### src/rtl/match_run_logger_if.sv
// Interface for the match run logger: detector input, FIFO pop and status outputs.
// The slave modport faces the logger; the master modport faces the upstream/consumer side.
interface match_run_logger_if #(
    parameter int unsigned LEN_W = 8
);
    logic             match_in;
    logic             rd_en;
    logic [LEN_W-1:0] run_len;
    logic             run_valid;
    logic             fifo_full;
    logic             overflow;
    logic [LEN_W-1:0] run_count;

    modport master (
        output match_in,
        output rd_en,
        input  run_len,
        input  run_valid,
        input  fifo_full,
        input  overflow,
        input  run_count
    );

    modport slave (
        input  match_in,
        input  rd_en,
        output run_len,
        output run_valid,
        output fifo_full,
        output overflow,
        output run_count
    );
endinterface

### src/rtl/match_run_logger.sv
// Measures the length of each run of match_in=1 and queues completed run lengths
// in a small FIFO, with a sticky drop flag and a saturating total-run counter.
module match_run_logger #(
    parameter int unsigned DEPTH = 4,
    parameter int unsigned LEN_W = 8
) (
    input logic               clk,
    input logic               reset,
    match_run_logger_if.slave bus
);
    localparam int unsigned      PtrW    = $clog2(DEPTH);
    localparam logic [PtrW:0]    FullCnt = (PtrW + 1)'(DEPTH);
    localparam logic [LEN_W-1:0] LenMax  = '1;

    typedef enum logic [0:0] {StIdle, StRun} state_e;

    state_e           state_q, state_d;
    logic [LEN_W-1:0] len_q, len_d;
    logic [LEN_W-1:0] mem [DEPTH];
    logic [PtrW-1:0]  rd_ptr_q, wr_ptr_q;
    logic [PtrW:0]    occ_q, occ_d;
    logic [LEN_W-1:0] count_q;
    logic             overflow_q;
    logic             push, pop, store, empty, full;

    always_comb begin
        state_d = state_q;
        len_d   = len_q;
        push    = 1'b0;
        unique case (state_q)
            StIdle: begin
                if (bus.match_in) begin
                    state_d = StRun;
                    len_d   = LEN_W'(1);
                end else begin
                    len_d = '0;
                end
            end
            StRun: begin
                if (bus.match_in) begin
                    if (len_q != LenMax) len_d = len_q + 1'b1;
                end else begin
                    state_d = StIdle;
                    len_d   = '0;
                    push    = 1'b1;
                end
            end
            default: state_d = StIdle;
        endcase
    end

    // A full FIFO still accepts a push when the head leaves on the same edge.
    always_comb begin
        empty = (occ_q == '0);
        full  = (occ_q == FullCnt);
        pop   = bus.rd_en && !empty;
        store = push && (!full || pop);
        unique case ({store, pop})
            2'b10:   occ_d = occ_q + 1'b1;
            2'b01:   occ_d = occ_q - 1'b1;
            default: occ_d = occ_q;
        endcase
    end

    always_ff @(posedge clk or negedge reset) begin
        if (!reset) begin
            state_q    <= StIdle;
            len_q      <= '0;
            rd_ptr_q   <= '0;
            wr_ptr_q   <= '0;
            occ_q      <= '0;
            count_q    <= '0;
            overflow_q <= 1'b0;
        end else begin
            state_q <= state_d;
            len_q   <= len_d;
            occ_q   <= occ_d;
            if (pop)   rd_ptr_q <= rd_ptr_q + 1'b1;
            if (store) wr_ptr_q <= wr_ptr_q + 1'b1;
            if (push && count_q != LenMax) count_q <= count_q + 1'b1;
            if (push && !store) overflow_q <= 1'b1;
        end
    end

    always_ff @(posedge clk) begin
        if (store) mem[wr_ptr_q] <= len_q;
    end

    assign bus.run_len   = empty ? '0 : mem[rd_ptr_q];
    assign bus.run_valid = !empty;
    assign bus.fifo_full = full;
    assign bus.overflow  = overflow_q;
    assign bus.run_count = count_q;
endmodule

### src/flat_wrapper.sv
// flat-port wrapper written by rule: the top's interface ports become plain ports
module match_run_logger_flat 
#(
    parameter int unsigned DEPTH = 4,
    parameter int unsigned LEN_W = 8
)
  (clk, reset, bus_match_in, bus_rd_en, bus_run_len, bus_run_valid, bus_fifo_full, bus_overflow, bus_run_count);
  match_run_logger_if #(.LEN_W(LEN_W)) bus_i ();
  input logic clk;
  input logic reset;
  input wire logic [$bits(bus_i.match_in)-1:0] bus_match_in;
  input wire logic [$bits(bus_i.rd_en)-1:0] bus_rd_en;
  output wire logic [$bits(bus_i.run_len)-1:0] bus_run_len;
  output wire logic [$bits(bus_i.run_valid)-1:0] bus_run_valid;
  output wire logic [$bits(bus_i.fifo_full)-1:0] bus_fifo_full;
  output wire logic [$bits(bus_i.overflow)-1:0] bus_overflow;
  output wire logic [$bits(bus_i.run_count)-1:0] bus_run_count;
  assign bus_i.match_in = bus_match_in;
  assign bus_i.rd_en = bus_rd_en;
  assign bus_run_len = bus_i.run_len;
  assign bus_run_valid = bus_i.run_valid;
  assign bus_fifo_full = bus_i.fifo_full;
  assign bus_overflow = bus_i.overflow;
  assign bus_run_count = bus_i.run_count;
  match_run_logger #(.DEPTH(DEPTH), .LEN_W(LEN_W)) u_core (.clk(clk), .reset(reset), .bus(bus_i));
endmodule
### config.mk
export PLATFORM = sky130hd
export DESIGN_NAME = match_run_logger_flat
export DESIGN_NICKNAME = d
export VERILOG_FILES = /design/src/rtl/match_run_logger_if.sv /design/src/rtl/match_run_logger.sv /design/src/flat_wrapper.sv
export SDC_FILE = /design/constraint.sdc
export NUM_CORES = 1
export LEC_CHECK = 0
export ABC_AREA = 1
export ABC_CLOCK_PERIOD_IN_PS = 2300
export CORE_MARGIN = 1.5
export CORE_UTILIZATION = 57
export DETAILED_ROUTE_END_ITERATION = 10
export GPL_ROUTABILITY_DRIVEN = 0
export GPL_TIMING_DRIVEN = 0
export HOLD_SLACK_MARGIN = 0.15
export PLACE_DENSITY = 0.79
export SYNTH_ARGS = -nofsm -noshare
export SYNTH_HDL_FRONTEND = slang
export SYNTH_SLANG_ARGS = --single-unit
### constraint.sdc
create_clock -name clk -period 2.3 [get_ports clk]
set_input_delay 0.69 -clock clk [delete_from_list [all_inputs] [get_ports clk]]
set_output_delay 0.69 -clock clk [all_outputs]
set_load 0.02 [all_outputs]
==> results.yml, run 1 <==
run_status:
  status: "complete, no violations"
layout:
  final_util: 0.7052
  final_area_mm2: 0.003113
  diodes: 0
  syn_to_final_growth_pct: 17.86
  fin_cells: 364
  finalNetCount: 319
  drive_above_1_share: 0.1474
grt:
  grtUsageMet2: 0.3531
  grtUsageMet3: 0.04843
  grt_max_degree: 26
  grt_pass1_wl_um: 8507
  grt.total_usage: 0.2251
  overflow: 0
  grt_pass1_vias: 1857
  grtUsageMet1: 0.2933
  antenna_found_initial: 0
  busiest_layer: "met2"
worst_setup_path:
  slowest_stage: "dfrtp_1"
  worst_setup_path_start_kind: "flip-flop"
  cpPeakStageDelay_ns: 0.37
  cp.required_ns: 1.61
  cp.arrival_ns: 1.50
  worstSetupEndpointType: "output pin"
  crit_path_max_fanout: 10
  path_cells: "buf_6 > inv_4 > buf_8 > o21ai_0 > a21oi_1 > buf_2"
  path_class: "flip-flop to output pin"
floorplan:
  core_area_mm2: 0.004414
  start_util: 0.5984
  die-area_mm2: 0.005051
  rows: 24
  die_y_um: 71.07
  io_pins: 23
  die_w_um: 71.07
timing:
  finalSetupViolations: 0
  period_needed_ns: 2.191
  slew_headroom: 0.2629
  hold_viol: 0
  fin_ws_ns: 0.1087
  finalMaxSlewViolations: 0
  finalClockSkew_ns: 0.005812
  fin_crit_sh: 0.9527
  fmax_mhz: 456.4
  worst_pin_slew_ns: 1.102
synthesis:
  syn_avg_cell_area_um2: 9.711
  syn-num-nets: 284
  ys_seq_area_frac: 0.6007
  yosysWarnings: 0
  syn_inst: 272
  synth-seq-cells: 57
  yosysUniqueCellTypes: 26
  syn_area_mm2: 0.002641
cts:
  cts_buffers: 9
  ctsRootBufferMaster: "clkbuf_8"
  cts.sinks: 57
  worstSkewPairLatency_ns: 0.34
  clk_pin_slew_ns: 0.06
  cts_max_level: 3
  tritoncts: "built"
  hold_buffers: 0
  clockBufferDepth: 2
route:
  wl_per_cell_um: 13.70
  wirelength_um: 4987
  ant_nets: 0
  via_per_inst: 5.275
  dr.first_iter.drc_count: 195
  dr.pass1.iters: 4
  drc: 0
  vias: 1920
placement:
  dp_hpwl_um: 3432
  port-buffer-count: 22
  dpl-instance-area_mm2: 0.002927
  place_worst_setup_slack_ns: -0.5046
  dp.cells: 346
run:
  max-cap-violations: 0
min_path:
  min_path_type: "flip-flop to flip-flop"
pwr:
  p_leak_nw: 1.338
  p_per_area_mw_per_mm2: 1159
  p_total_w: 0.003608
  irDropWorstVdd_uv: 632.6
## registers in the layout, indices dropped and copies added, names as in the netlist
register,count
u_core.mem,32
u_core.bus.run_count,8
u_core.len_q,8
u_core.occ_q,3
u_core.rd_ptr_q,2
u_core.wr_ptr_q,2
u_core.bus.overflow,1
u_core.state_q,1
## metrics by stage
step	TNS (ns)	hold slack, ns
2_1_floorplan	0	0.3944
3_3_place_gp	-10.14	0.4507
3_5_place_dp	-11.62	0.4605
4_1_cts	0	0.4746
5_1_grt	-0.01632	0.4884
6_report	0	0.4684
## per-layer routing
layer | up-vias | share of wire
met2 | 42 | 0.48
met5 | - | 0
met3 | 13 | 0.039
met4 | 0 | 0.025
met1 | 904 | 0.46
li1 | 961 | -
## cells in the final DEF (no fill, tap or decap)
| master | count |
|---|---|
| a21oi_1 | 13 |
| a31o_2 | 1 |
| ha_1 | 7 |
| nand2_1 | 52 |
| inv_4 | 3 |
| buf_8 | 2 |
| fa_1 | 1 |
| bufinv_16 | 1 |
| clkinv_2 | 2 |
| o21ai_1 | 6 |
| inv_2 | 4 |
| clkinv_1 | 2 |
| dlygate4sd2_1 | 3 |
| edfxtp_1 | 32 |
| nand3_2 | 1 |
| buf_2 | 6 |
| xnor2_1 | 2 |
| nor2_1 | 51 |
| clkdlybuf4s50_1 | 10 |
| nand2_2 | 5 |
| inv_1 | 22 |
| clkbuf_8 | 9 |
| buf_6 | 1 |
| nor3_1 | 1 |
| o21ai_0 | 18 |
| xor2_1 | 5 |
| nand2_4 | 1 |
| nand4_1 | 4 |
| buf_4 | 5 |
| or2_2 | 1 |
| nor2_2 | 2 |
| dlymetal6s2s_1 | 1 |
| clkbuf_1 | 2 |
| nand3_1 | 9 |
| dfrtp_1 | 25 |
| nor2_4 | 2 |
## where the power goes
group	internal, W	total [W]	switching [W]
clock network	0.000489	0.000871	0.000381
registers	0.00125	0.00136	0.000115
logic	0.000544	0.00138	0.000832
## critical path: cells and delay by family, from the launching register on
family	cells	cell delay [ns]
flip-flops	1	0.37
AO/OA/AOI/OAI	2	0.26
buffers and inverters	4	0.52
## timing repair
| action | CTS | global route |
|---|---|---|
| setup endpoints to repair | 18 | 9 |
| buffers inserted | 1 | 1 |
| gates cloned | 0 | 0 |
| pin swaps | 0 | 1 |
| resized for setup | 39 | 12 |
## cells by family (layout without fill, tap and decap cells)
group | after synthesis | in the layout | synth area share
AO/OA/AOI/OAI | 38 | 38 | 0.07342
XOR/XNOR | 7 | 7 | 0.02321
adder cells (fa/ha/maj) | 8 | 8 | 0.04074
buffers and inverters | 33 | 73 | 0.05258
flip-flops | 57 | 57 | 0.6007
AND/OR/NAND/NOR | 129 | 129 | 0.2094
## cells in the mapped netlist
| master | n | area share |
|---|---|---|
| nand2_2 | 4 | 0.0095 |
| buf_4 | 3 | 0.0085 |
| nor2_2 | 2 | 0.0047 |
| nand3_1 | 9 | 0.017 |
| nor2_4 | 2 | 0.0085 |
| o21ai_0 | 19 | 0.036 |
| or2_2 | 1 | 0.0024 |
| a21oi_1 | 13 | 0.025 |
| inv_4 | 1 | 0.0024 |
| o21ai_1 | 5 | 0.0095 |
| edfxtp_1 | 32 | 0.36 |
| buf_2 | 1 | 0.0019 |
| inv_1 | 24 | 0.034 |
| nand2_1 | 53 | 0.075 |
| a31o_2 | 1 | 0.0033 |
| nand2_4 | 1 | 0.0043 |
| xor2_1 | 5 | 0.017 |
| nand4_1 | 4 | 0.0095 |
| nand3_2 | 1 | 0.0038 |
| fa_1 | 1 | 0.0076 |
| dfrtp_1 | 25 | 0.24 |
| inv_2 | 4 | 0.0057 |
| nor2_1 | 51 | 0.072 |
| xnor2_1 | 2 | 0.0066 |
| nor3_1 | 1 | 0.0019 |
| ha_1 | 7 | 0.033 |
## final timing paths
kind                            slack, ns                            start                              end  cells after the start
worst max-delay path                 0.11   u_core.rd_ptr_q[0]$_DFFE_PN0P_                   bus_run_len[4]                      6
worst min-delay path                 0.47  u_core.bus.overflow$_DFFE_PN0P_  u_core.bus.overflow$_DFFE_PN0P_                      1
worst max register to register       0.30      u_core.occ_q[1]$_DFFE_PN0P_      u_core.occ_q[2]$_DFFE_PN0P_                     10
worst min register to register       0.47  u_core.bus.overflow$_DFFE_PN0P_  u_core.bus.overflow$_DFFE_PN0P_                      1
max in group asynchronous            0.69                            reset      u_core.len_q[5]$_DFFE_PN0P_                      1
min in group asynchronous            0.95                            reset  u_core.bus.overflow$_DFFE_PN0P_                      1
## layout make-up
type                            count  area [um^2]
Buffer                              4        48.80
Clock buffer                       11        131.4
Clock inverter                      5        47.55
Fill cell                         327         1301
Inverter                           29        116.4
Multi-Input combinational cell    182        918.4
Sequential cell                    57         1587
Tap cell                           52        65.06
Timing Repair Buffer               24        198.9
Note: power is estimated with default switching activity, not from simulation.
==> run 2, diff against run 1 <==
PLACE_DENSITY = 0.84   (was 0.79)
==> run 2 against run 1 <==
Compared with the run above:
- global-route usage shrank 0.075 points
- first-iteration DRC count decreased by 7.2%
- critical path depth is the same
- sequential power about the same
- clock power decreased by 11%
- largest cell class unchanged
- highest routed layer is now met3
==> results.yml, run 2 (synthesized netlist as in run 1, its figures left out) <==
layout:
  final_area_mm2: 0.003137
  finalNetCount: 321
  final_cell_mix: "nand2_1, nor2_1, edfxtp_1, dfrtp_1, inv_1"
  drive_above_1_share: 0.1561
  layout_commonest_cell: "nand2_1"
  largest_reg_flops: 32
  diodes: 0
  fillers: 313
  syn_to_final_growth_pct: 18.76
  max_flop_register: "u_core.mem"
timing:
  finalClockSkew_ns: 0.005157
  fin_crit_sh: 0.9620
  finalSetupViolations: 0
  finalMaxSlewViolations: 0
  period_needed_ns: 2.213
  hold_viol: 0
  slew_headroom: 0.2521
  fmax_mhz: 452.0
  worst_pin_slew_ns: 1.118
  holdWs_ns: 0.4642
  rsz0062_at_grt: "yes"
  fin_ws_ns: 0.08747
pwr:
  irDropWorstVdd_uv: 582.5
  p_leak_nw: 1.355
  p_per_area_mw_per_mm2: 1147
cts:
  cts_max_level: 3
  cts_buffers: 9
  clk_pin_slew_ns: 0.06
  ctsRootBufferMaster: "clkbuf_8"
  worstSkewPairLatency_ns: 0.33
  cts.sinks: 57
  tritoncts: "built"
  clockBufferDepth: 2
floorplan:
  rows: 24
  io_pins: 23
  die-area_mm2: 0.005051
  die_w_um: 71.07
  start_util: 0.5984
  die_y_um: 71.07
  core_area_mm2: 0.004414
grt:
  grt_pass1_wl_um: 8542
  antenna_found_initial: 0
  grt.total_usage: 0.2244
  grt_pass1_vias: 1912
  grt_max_degree: 26
  overflow: 0
route:
  dr.pass1.iters: 4
  dr.first_iter.drc_count: 181
  wl_per_cell_um: 13.52
  vias: 1904
  via_per_inst: 5.202
  drc: 0
  ant_nets: 0
  wirelength_um: 4950
worst_setup_path:
  cp.required_ns: 1.61
  worst_setup_path_start_kind: "flip-flop"
  cp.arrival_ns: 1.52
  crit_path_max_fanout: 10
  path_class: "flip-flop to output pin"
  r2r_slack_ns: 0.35
  worstSetupEndpointType: "output pin"
min_path:
  min_path_type: "flip-flop to flip-flop"
placement:
  dpl-instance-area_mm2: 0.002927
  place_worst_setup_slack_ns: -0.5556
  dp_hpwl_um: 3335
  port-buffer-count: 22
run_status:
  status: "complete, no violations"
run:
  max-cap-violations: 0
## run 2: where the power goes
group | switching [W] | internal, W | leakage (nW)
logic | 0.000855 | 0.000612 | 0.649
registers | 0.000109 | 0.00125 | 0.618
clock network | 0.000364 | 0.000411 | 0.0876
## run 2: repair_timing
| action | 4_1_cts | 5_1_grt |
|---|---|---|
| hold buffers | 0 | 0 |
| setup endpoints to repair | 35 | 17 |
| cloned | 0 | 1 |
| gates resized for setup | 36 | 16 |
| pin swaps | 0 | 2 |
| buffers inserted | 1 | 2 |
## run 2: area by class of cell
| type | instances | area (um^2) | area share |
|---|---|---|---|
| Tap cell | 52 | 65.06 | 0.02074 |
| Inverter | 29 | 113.9 | 0.03630 |
| Clock buffer | 12 | 145.1 | 0.04627 |
| Buffer | 4 | 48.80 | 0.01556 |
| Multi-Input combinational cell | 182 | 918.4 | 0.2928 |
| Sequential cell | 57 | 1587 | 0.5058 |
| Clock inverter | 4 | 18.77 | 0.005983 |
| Timing Repair Buffer | 26 | 240.2 | 0.07659 |
## run 2: final timing paths
check	start	end	cells past startpoint
setup / recovery	u_core.rd_ptr_q[0]$_DFFE_PN0P_	bus_run_len[2]	6
hold / removal	u_core.bus.overflow$_DFFE_PN0P_	u_core.bus.overflow$_DFFE_PN0P_	1
setup reg to reg	u_core.occ_q[0]$_DFFE_PN0P_	u_core.occ_q[2]$_DFFE_PN0P_	10
hold reg to reg	u_core.bus.overflow$_DFFE_PN0P_	u_core.bus.overflow$_DFFE_PN0P_	1
max in group asynchronous	reset	u_core.occ_q[0]$_DFFE_PN0P_	1
min in group asynchronous	reset	u_core.len_q[2]$_DFFE_PN0P_	1
## run 2: metal layers
metal / vias up / global-route usage / part of all wire
met2: 43 / 0.3728 / 0.52
met3: 0 / 0.06980 / 0.053
met1: 895 / 0.2802 / 0.42
li1: 966 / - / -
met5: - / 0 / 0
met4: 0 / 0.07757 / 0
## run 2: stage by stage
stage	setup TNS, ns	util	total power (W)	instances
6_report	0	0.7106	0.003597	366
4_1_cts	0	0.6978	0.003507	363
2_1_floorplan	0	-	0.002256	272
5_1_grt	-0.009083	0.7106	0.003843	366
3_5_place_dp	-13.79	0.6630	0.002804	346
3_3_place_gp	-11.64	0.6630	0.002746	346
## run 2: critical path: stages, from the launching register on
cell,delay (ns)
dfrtp_1,0.37
buf_6,0.15
inv_4,0.11
buf_8,0.14
o21ai_0,0.10
a21oi_1,0.16
buf_4,0.17
==> run 3, diff against run 2 <==
HOLD_SLACK_MARGIN = 0.03   (was 0.15)
==> results of run 3 <==
No change in the layout: final DEF, timing and power equal those of run 2.
